==> src/rtl/timeset_accel_divider_pkg.sv <==
// Shared types and elaboration-time helpers for the accelerating timeset strobe generator.
package timeset_accel_divider_pkg;

  typedef enum logic [1:0] {
    RATE_IDLE  = 2'd0,
    RATE_SLOW  = 2'd1,
    RATE_FAST  = 2'd2,
    RATE_TURBO = 2'd3
  } rate_t;

  // Phase increment for a strobe rate; left untruncated so the caller can range-check it.
  function automatic longint unsigned inc_for(input longint unsigned hz,
                                              input longint unsigned sys_hz,
                                              input int width);
    return ((64'd1 << width) * hz) / sys_hz;
  endfunction

  function automatic int cnt_width(input int max_count);
    return $clog2(max_count + 1);
  endfunction

endpackage

==> src/rtl/timeset_accel_divider_if.sv <==
// Button-side inputs and strobe/rate outputs of the timeset divider.
interface timeset_accel_divider_if;

  logic       i_en;
  logic       i_fast_set;
  logic       o_timeset_stb;
  logic [1:0] o_rate;

  modport master (output i_en, output i_fast_set, input o_timeset_stb, input o_rate);
  modport slave  (input i_en, input i_fast_set, output o_timeset_stb, output o_rate);

endinterface

==> src/rtl/timeset_accel_divider_phase_accumulator.sv <==
// Generic-width phase accumulator; the carry out of acc + inc marks one strobe period.
module timeset_accel_divider_phase_accumulator #(
  parameter int ACC_WIDTH = 32
) (
  input  logic                 i_clk,
  input  logic                 i_reset,
  input  logic                 i_clear,
  input  logic                 i_en,
  input  logic [ACC_WIDTH-1:0] i_inc,
  output logic                 o_overflow
);

  logic [ACC_WIDTH-1:0] acc_r;
  logic [ACC_WIDTH:0]   sum_s;

  assign sum_s      = {1'b0, acc_r} + {1'b0, i_inc};
  assign o_overflow = sum_s[ACC_WIDTH];

  // Accumulator register: clear wins over advance; the wrap keeps only the low bits.
  always_ff @(posedge i_clk) begin
    if (i_reset) begin
      acc_r <= {ACC_WIDTH{1'b0}};
    end else if (i_clear) begin
      acc_r <= {ACC_WIDTH{1'b0}};
    end else if (i_en) begin
      acc_r <= sum_s[ACC_WIDTH-1:0];
    end else begin
      acc_r <= acc_r;
    end
  end

endmodule

==> src/rtl/timeset_accel_divider.sv <==
// Set-button strobe generator that steps SLOW -> FAST -> TURBO as strobes accumulate.
module timeset_accel_divider
  import timeset_accel_divider_pkg::*;
#(
  parameter int SYS_CLK_HZ   = 50_000_000,
  parameter int ACC_WIDTH    = 32,
  parameter int SLOW_SET_HZ  = 2,
  parameter int FAST_SET_HZ  = 5,
  parameter int TURBO_SET_HZ = 20,
  parameter int FAST_AFTER   = 4,
  parameter int TURBO_AFTER  = 16
) (
  input logic                     i_clk,
  input logic                     i_reset,
  timeset_accel_divider_if.slave  tsd
);

  localparam longint unsigned INC_SLOW_L  = inc_for(64'(SLOW_SET_HZ),  64'(SYS_CLK_HZ), ACC_WIDTH);
  localparam longint unsigned INC_FAST_L  = inc_for(64'(FAST_SET_HZ),  64'(SYS_CLK_HZ), ACC_WIDTH);
  localparam longint unsigned INC_TURBO_L = inc_for(64'(TURBO_SET_HZ), 64'(SYS_CLK_HZ), ACC_WIDTH);
  localparam longint unsigned ACC_RANGE   = 64'd1 << ACC_WIDTH;
  localparam int              CNT_W       = cnt_width(TURBO_AFTER);

  localparam logic [ACC_WIDTH-1:0] INC_SLOW  = INC_SLOW_L[ACC_WIDTH-1:0];
  localparam logic [ACC_WIDTH-1:0] INC_FAST  = INC_FAST_L[ACC_WIDTH-1:0];
  localparam logic [ACC_WIDTH-1:0] INC_TURBO = INC_TURBO_L[ACC_WIDTH-1:0];
  localparam logic [CNT_W-1:0]     FAST_AT   = CNT_W'(FAST_AFTER);
  localparam logic [CNT_W-1:0]     TURBO_AT  = CNT_W'(TURBO_AFTER);
  localparam logic [CNT_W-1:0]     CNT_ONE   = CNT_W'(1);
  localparam logic [CNT_W-1:0]     CNT_ZERO  = CNT_W'(0);

  if (ACC_WIDTH < 8 || ACC_WIDTH > 32 || FAST_AFTER < 1 || TURBO_AFTER <= FAST_AFTER ||
      INC_SLOW_L == 64'd0 || INC_SLOW_L >= ACC_RANGE ||
      INC_FAST_L == 64'd0 || INC_FAST_L >= ACC_RANGE ||
      INC_TURBO_L == 64'd0 || INC_TURBO_L >= ACC_RANGE) begin : g_bad_config
    $error("timeset_accel_divider: unusable parameter set");
  end

  rate_t                rate_r, rate_s;
  logic [CNT_W-1:0]     cnt_r, cnt_s, cnt_inc_s;
  logic                 en_q_r;
  logic                 stb_r, stb_s;
  logic                 clear_s, acc_en_s, overflow_s, press_s;
  logic [ACC_WIDTH-1:0] inc_s;

  assign press_s = tsd.i_en & ~en_q_r;

  timeset_accel_divider_phase_accumulator #(.ACC_WIDTH(ACC_WIDTH)) u_acc (
    .i_clk      (i_clk),
    .i_reset    (i_reset),
    .i_clear    (clear_s),
    .i_en       (acc_en_s),
    .i_inc      (inc_s),
    .o_overflow (overflow_s)
  );

  // Increment follows the registered rate, so a new rate takes effect one cycle after it is entered.
  always_comb begin
    case (rate_r)
      RATE_FAST:  inc_s = INC_FAST;
      RATE_TURBO: inc_s = INC_TURBO;
      default:    inc_s = INC_SLOW;
    endcase
  end

  // Saturating strobe counter increment.
  always_comb begin
    if (cnt_r == TURBO_AT) begin
      cnt_inc_s = cnt_r;
    end else begin
      cnt_inc_s = cnt_r + CNT_ONE;
    end
  end

  // Next-state logic: the rate decision uses the count after this cycle's strobe is counted.
  always_comb begin
    rate_s   = rate_r;
    cnt_s    = cnt_r;
    stb_s    = 1'b0;
    clear_s  = 1'b0;
    acc_en_s = 1'b0;
    case (rate_r)
      RATE_IDLE: begin
        clear_s = 1'b1;
        if (press_s) begin
          rate_s = tsd.i_fast_set ? RATE_FAST : RATE_SLOW;
          cnt_s  = CNT_ONE;
          stb_s  = 1'b1;
        end else begin
          cnt_s  = CNT_ZERO;
        end
      end
      RATE_SLOW, RATE_FAST, RATE_TURBO: begin
        if (!tsd.i_en) begin
          rate_s  = RATE_IDLE;
          cnt_s   = CNT_ZERO;
          clear_s = 1'b1;
        end else begin
          acc_en_s = 1'b1;
          if (overflow_s) begin
            stb_s = 1'b1;
            cnt_s = cnt_inc_s;
          end else begin
            cnt_s = cnt_r;
          end
          if (rate_r == RATE_SLOW && (tsd.i_fast_set || cnt_s == FAST_AT)) begin
            rate_s = RATE_FAST;
          end else if (rate_r == RATE_FAST && cnt_s == TURBO_AT) begin
            rate_s = RATE_TURBO;
          end else begin
            rate_s = rate_r;
          end
        end
      end
      default: begin
        rate_s  = RATE_IDLE;
        cnt_s   = CNT_ZERO;
        clear_s = 1'b1;
      end
    endcase
  end

  // State and output registers; en_q starts high so a button held through reset is ignored.
  always_ff @(posedge i_clk) begin
    if (i_reset) begin
      rate_r <= RATE_IDLE;
      cnt_r  <= CNT_ZERO;
      en_q_r <= 1'b1;
      stb_r  <= 1'b0;
    end else begin
      rate_r <= rate_s;
      cnt_r  <= cnt_s;
      en_q_r <= tsd.i_en;
      stb_r  <= stb_s;
    end
  end

  assign tsd.o_timeset_stb = stb_r;
  assign tsd.o_rate        = rate_r;

endmodule

==> src/flat_wrapper.sv <==
// flat-port wrapper written by rule: the top's interface ports become plain ports
module timeset_accel_divider_flat import timeset_accel_divider_pkg::*;
#(
  parameter int SYS_CLK_HZ   = 50_000_000,
  parameter int ACC_WIDTH    = 32,
  parameter int SLOW_SET_HZ  = 2,
  parameter int FAST_SET_HZ  = 5,
  parameter int TURBO_SET_HZ = 20,
  parameter int FAST_AFTER   = 4,
  parameter int TURBO_AFTER  = 16
)
  (i_clk, i_reset, tsd_i_en, tsd_i_fast_set, tsd_o_timeset_stb, tsd_o_rate);
  timeset_accel_divider_if tsd_i ();
  input logic i_clk;
  input logic i_reset;
  input wire logic [$bits(tsd_i.i_en)-1:0] tsd_i_en;
  input wire logic [$bits(tsd_i.i_fast_set)-1:0] tsd_i_fast_set;
  output wire logic [$bits(tsd_i.o_timeset_stb)-1:0] tsd_o_timeset_stb;
  output wire logic [$bits(tsd_i.o_rate)-1:0] tsd_o_rate;
  assign tsd_i.i_en = tsd_i_en;
  assign tsd_i.i_fast_set = tsd_i_fast_set;
  assign tsd_o_timeset_stb = tsd_i.o_timeset_stb;
  assign tsd_o_rate = tsd_i.o_rate;
  timeset_accel_divider #(.SYS_CLK_HZ(SYS_CLK_HZ), .ACC_WIDTH(ACC_WIDTH), .SLOW_SET_HZ(SLOW_SET_HZ), .FAST_SET_HZ(FAST_SET_HZ), .TURBO_SET_HZ(TURBO_SET_HZ), .FAST_AFTER(FAST_AFTER), .TURBO_AFTER(TURBO_AFTER)) u_core (.i_clk(i_clk), .i_reset(i_reset), .tsd(tsd_i));
endmodule
==> config.mk <==
export PLATFORM = sky130hd
export DESIGN_NAME = timeset_accel_divider_flat
export DESIGN_NICKNAME = d
export VERILOG_FILES = /design/src/rtl/timeset_accel_divider_pkg.sv /design/src/rtl/timeset_accel_divider_if.sv /design/src/rtl/timeset_accel_divider_phase_accumulator.sv /design/src/rtl/timeset_accel_divider.sv /design/src/flat_wrapper.sv
export SDC_FILE = /design/constraint.sdc
export NUM_CORES = 1
export LEC_CHECK = 0
export CAP_MARGIN = 5
export CORE_UTILIZATION = 30
export DETAILED_ROUTE_END_ITERATION = 7
export DONT_BUFFER_PORTS = 1
export PLACE_DENSITY = 0.49
export SLEW_MARGIN = 10
export SYNTH_ARGS = -nofsm -noshare
export SYNTH_HDL_FRONTEND = slang
export SYNTH_SLANG_ARGS = --single-unit
==> constraint.sdc <==
create_clock -name i_clk -period 2.82 [get_ports i_clk]
set_clock_uncertainty 0.15 [all_clocks]
set_input_delay 0.705 -clock i_clk [delete_from_list [all_inputs] [get_ports i_clk]]
set_output_delay 0.705 -clock i_clk [all_outputs]
set_load 0.005 [all_outputs]
Word-level counts from Yosys, hierarchy flattened

Index checks and enable logic that the tools add are counted.

Add/sub/neg operators: 2
Multiply operators: 0
Divide/modulo/power cells: 0
Order comparisons: 0
Equal/unequal tests: 8
Shift-type cells: 0
Multiplexer cells: 22
Bitwise gates (word level): 2
Reductions and logical operators: 7

Operator list:

| kind                                                   | number |
|---|---|
| adder 32 x 11 -> 33 bit                                | 1 |
| 2-to-1 mux 5 bit                                       | 5 |
| case mux 11 bit (2 select lines)                       | 1 |
| == test 5 bit (second input constant)                  | 2 |
| 2-to-1 mux 2 bit                                       | 5 |
| case mux 5 bit (2 select lines)                        | 1 |
| 2-to-1 mux 1 bit                                       | 7 |
| adder 5 x 1 -> 5 bit (second input constant)           | 1 |
| == test 5 x 3 -> 1 bit (second input constant)         | 1 |
| == test 2 bit (second input constant)                  | 2 |
| inequality test 4 x 2 -> 1 bit (second input constant) | 1 |
| case mux 1 bit (2 select lines)                        | 2 |
| case mux 2 bit (2 select lines)                        | 1 |
| OR reduction 3 bit                                     | 1 |
| == test 2 x 1 -> 1 bit (second input constant)         | 1 |
| logical AND 1 bit                                      | 2 |
| zero test 2 bit                                        | 1 |
| inequality test 2 x 1 -> 1 bit (second input constant) | 1 |
| AND reduction 2 bit                                    | 1 |
| OR reduction 2 bit                                     | 1 |
| bitwise AND 1 bit                                      | 1 |
| logical OR 1 bit                                       | 1 |
| NOT 1 bit                                              | 1 |

Flip-flop bits (word level): 41
Bits in latches: 0
RAM bits: 0
Bits in read-only memories: 0
Bits of input ports: 4
Output and inout port bits: 3
Word-level logic and storage cells: 46
Memories kept: 0

Depth between registers and ports, before layout

Depth in word-level cells: 12
Mapped depth: 11
Gate-level depth less buffers: 11

Cells and area by module

A second synthesis with hierarchy kept.

Cells, all modules: 418
Area, all modules: 3334.4 um^2

By module, submodules not included:

| module                                  | instances | cells each | area an instance (um^2) | sequential area each (um^2) |
|---|---|---|---|---|
| timeset_accel_divider_phase_accumulator | 1         | 352        | 2806.4                  | 640.6 |
| timeset_accel_divider                   | 1         | 66         | 528.0                   | 180.2 |

Worst setup path after synthesis

No wires, ideal clock.

Kind: register to register
Start: register u_core.rate_r[0], in the netlist u_core.tsd.o_rate[0]
End: register u_core.rate_r[1], in the netlist u_core.tsd.o_rate[1]
Library setup time: 0.131 ns
Arrival: 2.549 ns
Required time: 2.539 ns
Path slack: -0.010 ns
Stages on the path, launching flop included: 11
Path buffers: 0
Clock period less this slack: 2.830 ns
Cell sequence: dfxtp_1 -> nand2_1 -> inv_1 -> ha_1 -> a21o_1 -> a21o_1 -> a31oi_2 -> a211oi_2 -> a311o_1 -> a2111oi_2 -> o22ai_1

Word-level cells in the longest chain between the ends: 12
Elaborated cells on any way between the ends: 21
Classes of those cells: add/sub (1); eq/ne (7); mux (7); reduce/logical (6)

Ends and longest elaborated chain:

| what                                    | RTL line                                                                               | text |
|---|---|---|
| start, declared                         | timeset_accel_divider.sv:39                                                            | `rate_t rate_r, rate_s;` |
| start signal, assigned                  | timeset_accel_divider.sv:131                                                           | `rate_r <= rate_s;` |
| == test 2 bit, on equally long branches | timeset_accel_divider.sv:59, timeset_accel_divider.sv:82, timeset_accel_divider.sv:108 |  |
| case mux 11 bit (2 select lines)        | timeset_accel_divider.sv:59                                                            | `case (rate_r)` |
| adder 32 x 11 -> 33 bit                 | timeset_accel_divider_phase_accumulator.sv:16                                          | `assign sum_s = {1'b0, acc_r} + {1'b0, i_inc};` |
| 2-to-1 mux 5 bit                        | timeset_accel_divider.sv:100                                                           | `if (overflow_s) begin` |
| 2-to-1 mux 5 bit                        | timeset_accel_divider.sv:94                                                            | `if (!tsd.i_en) begin` |
| 2-to-1 mux 5 bit                        | timeset_accel_divider.sv:82                                                            | `case (rate_r)` |
| == test 5 x 3 -> 1 bit                  | timeset_accel_divider.sv:106                                                           | `if (rate_r == RATE_SLOW && (tsd.i_fast_set \|\| cnt_s == FAST_AT)) begin` |
| logical OR 1 bit                        | timeset_accel_divider.sv:106                                                           |  |
| logical AND 1 bit                       | timeset_accel_divider.sv:106                                                           |  |
| 2-to-1 mux 2 bit                        | timeset_accel_divider.sv:106                                                           |  |
| 2-to-1 mux 2 bit                        | timeset_accel_divider.sv:94                                                            |  |
| case mux 2 bit (2 select lines)         | timeset_accel_divider.sv:82                                                            |  |

Parallel ways exist; a longest one is shown, timed or not. The select of a mux whose other input is x is not followed.
A chain may end at the register's enable or synchronous reset.

Final worst setup path

Start: register u_core.rate_r[1], in the netlist u_core.tsd.o_rate[1]
End: register u_core.rate_r[1], in the netlist u_core.tsd.o_rate[1]

The elaborated chain is that of the path after synthesis.

==> flow_summary_export.csv <==
group,metric,value,unit
run_status,status,"completed",
route,vias,1745,
power,switching_share,22.6,%
placement,place_congestion,0.696,
placement,io_buffers,0,
global_route,grtUsageTotal,12.4,%
worst_setup_path,end_kind,"flip-flop",
power,comb_power_share,3.8,%
logic_synthesis,ys_warn_count,0,
global_route,grt-ovfl-total,0,
timing,hold_viol,0,
worst_setup_path,worstSetupStartpointType,"flip-flop",
logic_synthesis,yosysSeqAreaShare,36.8,%
layout,stdcell_area,2690,µm²
logic_synthesis,syn_nets,263,
logic_synthesis,synth_cell_types,54,
route,first_pass_iters,4,
timing,timing.fmax,0.367,GHz
logic_synthesis,syn_area_per_cell,8.96,µm²
clock_network,htree_levels,2,
timing,setup_slack,0.0958,ns
timing,rsz0062_at_grt,"yes",
route,drt_wl_total,4490,µm
clock_network,tritoncts,"built",
global_route,grt_first_pass_wirelength,7630,µm
clock_network,root_buffer,"clkbuf_8",
global_route,grt_max_degree,20,
logic_synthesis,synth-main-ff-cell,"dfxtp_1",
timing,setup_tns,0,ns
worst_setup_path,cp.required,2.89,ns
clock_network,cts_sinks,41,
floorplan,rows,31,
logic_synthesis,async_flop_share,0,%
placement,placed_area,2460,µm²
route,drc,0,
layout,finish.utilization,37.3,%
timing,period_share,96.6,%
placement,dp_hpwl,3230,µm
logic_synthesis,synth_area,2230,µm²
logic_synthesis,synth-edff-count,0,
global_route,grt_pass1_vias,1667,
job,cap_violations,0,
power,leakage,0.954,nW
layout,nNetsFinal,282,
floorplan,die_h,88.2,µm
floorplan,start_util,30.9,%
worst_hold_path,min_path_type,"reg -> reg",
floorplan,fp.dieW,88.2,µm
worst_setup_path,worstPathArrival,2.79,ns
layout,fillerInstances,754,
clock_network,clkTransAtPathRegs,0.08,ns
timing,tightest_slew,0.610,ns
timing,setup_viol,0,
timing,slew_violations,0,
route,viasPerCell,4.75,
global_route,antenna_found_initial,0,
clock_network,clock_path_buffers,2,
logic_synthesis,ys_ff_latch,41,
power,clkPwrFrac,39.0,%
floorplan,die_area,7790,µm²
placement,pre_cts_slack,-0.0538,ns
power,power_density,381,nW/µm²
layout,n_antenna_cell,0,
power,ir_drop,145,µV
layout,area_growth,20.6,%
clock_network,clk_latency,0.29,ns
route,avgRoutedWirePerCell,12.2,µm
power,power,0.00102,W
layout,drive_above_1_share,22.4,%
floorplan,core-area,7210,µm²
worst_setup_path,cp_max_fo,4,
route,final_antenna_net_count,0,
timing,period_needed,2.72,ns
logic_synthesis,synthCells,249,
route,drt-initial-drc-count,37,
layout,multi_input_area,1450,µm²
floorplan,boundaryPins,7,
clock_network,cts-buffers-inserted,5,
power,p_switching,0.000232,W
timing,slew_headroom,58.8,%
power,p_int,0.000793,W
power,power_frac_seq,57.2,%
worst_setup_path,crit_type,"reg -> reg",
layout,regArea,825,µm²
## per-stage QoR
step	std cells	hold WS, ns
2_1_floorplan	249	0.264
3_3_place_gp	356	0.291
3_5_place_dp	356	0.298
4_1_cts	364	0.281
5_1_grt	367	0.303
6_report	367	0.287
## critical path: stages, from the launching register on
cell and delay (ns):
dfxtp_2 0.34, buf_6 0.13, ha_4 0.21, nor2b_4 0.12
o31a_1 0.28, o2111ai_4 0.27, a211oi_4 0.12, a311o_1 0.42
a2111oi_4 0.38, a311oi_1 0.08, o22ai_1 0.13
## kinds of logic (layout without fill, tap and decap cells)
kind of cell	count (synthesis)	after routing	share of synthesized area (%)
fa+ha+maj	10	10	5.95
compound gates	49	49	17.6
simple gates	105	105	26.0
mux	1	1	0.449
flops	41	41	36.8
buf+inv	17	36	2.97
xor+xnor	26	26	10.2
## placed cells by master (no fill, tap or decap), types with 2 or more instances in the layout
| cell | n |
|---|---|
| a21o_1 | 6 |
| ha_1 | 6 |
| nor4_1 | 3 |
| inv_2 | 3 |
| and4_4 | 2 |
| xor2_1 | 16 |
| nand3_1 | 9 |
| o21ai_0 | 6 |
| o21a_1 | 2 |
| clkbuf_8 | 6 |
| ha_4 | 2 |
| a211o_1 | 2 |
| a2111oi_4 | 2 |
| nand4_1 | 7 |
| nand2_1 | 13 |
| nand2b_1 | 5 |
| inv_1 | 7 |
| and4_1 | 3 |
| or2_2 | 4 |
| nor3_1 | 8 |
| buf_4 | 16 |
| a21oi_1 | 14 |
| or3_1 | 5 |
| xnor2_1 | 9 |
| nor2_1 | 32 |
| buf_6 | 2 |
| dfxtp_1 | 38 |
| o21bai_1 | 2 |
| dfxtp_2 | 3 |
## synth_stat cells, drive strengths merged (2+ instances only)
cell	n	area (µm²)
or3	5	31.3
clkbuf	4	15.0
xnor2	9	78.8
nor4	3	18.8
nand4	8	65.1
or2	5	33.8
a211oi	2	20.0
and4	5	48.8
nand2b	5	31.3
a21oi	15	86.3
o21bai	2	15.0
nor2b	2	12.5
a21o	7	60.1
dfxtp	41	821
nor3	9	50.1
ha	9	113
nand2	14	52.6
buf	3	13.8
o21ai	7	35.0
nor2	32	120
or4	2	18.8
nand3	11	67.6
xor2	17	149
a211o	2	17.5
a2111oi	3	38.8
o21a	2	15.0
inv	10	37.5
## power groups by stage
stage	logic [W]	clock network, W	registers, W
finish	0.0000390	0.000400	0.000586
global route	0.0000431	0.000441	0.000587
CTS	0.0000369	0.000413	0.000585
detailed placement	0.0000349	0	0.000599
global placement	0.0000349	0	0.000599
floorplan	0.0000245	0	0.000599
## registers in the layout, summed over array words and instances (netlist names)
name / count
u_core.en_q_r: 1
u_core.tsd.o_rate: 2
u_core.tsd.o_timeset_stb: 1
u_core.cnt_r: 5
u_core.u_acc.acc_r: 32
## layout make-up
type                       count  share of cell area [%]
inverter                      10                    1.39
sequential                    41                    30.6
tap                           99                    4.60
multi-input combinational    191                    54.0
clock buffer                   6                    3.07
clock inverter                 1                   0.279
timing repair buffer          19                    6.04
## path summary, 6_finish.rpt
| kind | from | endpoint | slack, ns | cells after the start |
|---|---|---|---|---|
| min | u_core.u_acc.acc_r[0]$_SDFFE_PP0P_ | u_core.u_acc.acc_r[0]$_SDFFE_PP0P_ | 0.29 | 1 |
| max reg2reg | u_core.tsd.o_rate[1]$_SDFFE_PP0P_ | u_core.tsd.o_rate[1]$_SDFFE_PP0P_ | 0.1 | 10 |
| max | u_core.tsd.o_rate[1]$_SDFFE_PP0P_ | u_core.tsd.o_rate[1]$_SDFFE_PP0P_ | 0.1 | 10 |
| min reg2reg | u_core.u_acc.acc_r[0]$_SDFFE_PP0P_ | u_core.u_acc.acc_r[0]$_SDFFE_PP0P_ | 0.29 | 1 |
## what timing repair did
action | 4_1_cts | 5_1_grt
gates cloned | 0 | 0
gates resized for setup | 8 | 15
hold buffers | 0 | 0
pin swaps | 6 | 11
endpoints found under the setup margin | 9 | 10
buffers inserted | 1 | 3
## metal layers
metal	global-route usage, %	vias up	routed length [µm]
met2	20.2	16	1990
met1	16.4	805	2330
li1	-	920	-
met4	3.08	0	36
met5	0	-	0
met3	3.26	4	132
(Power assumes the default switching activity.)
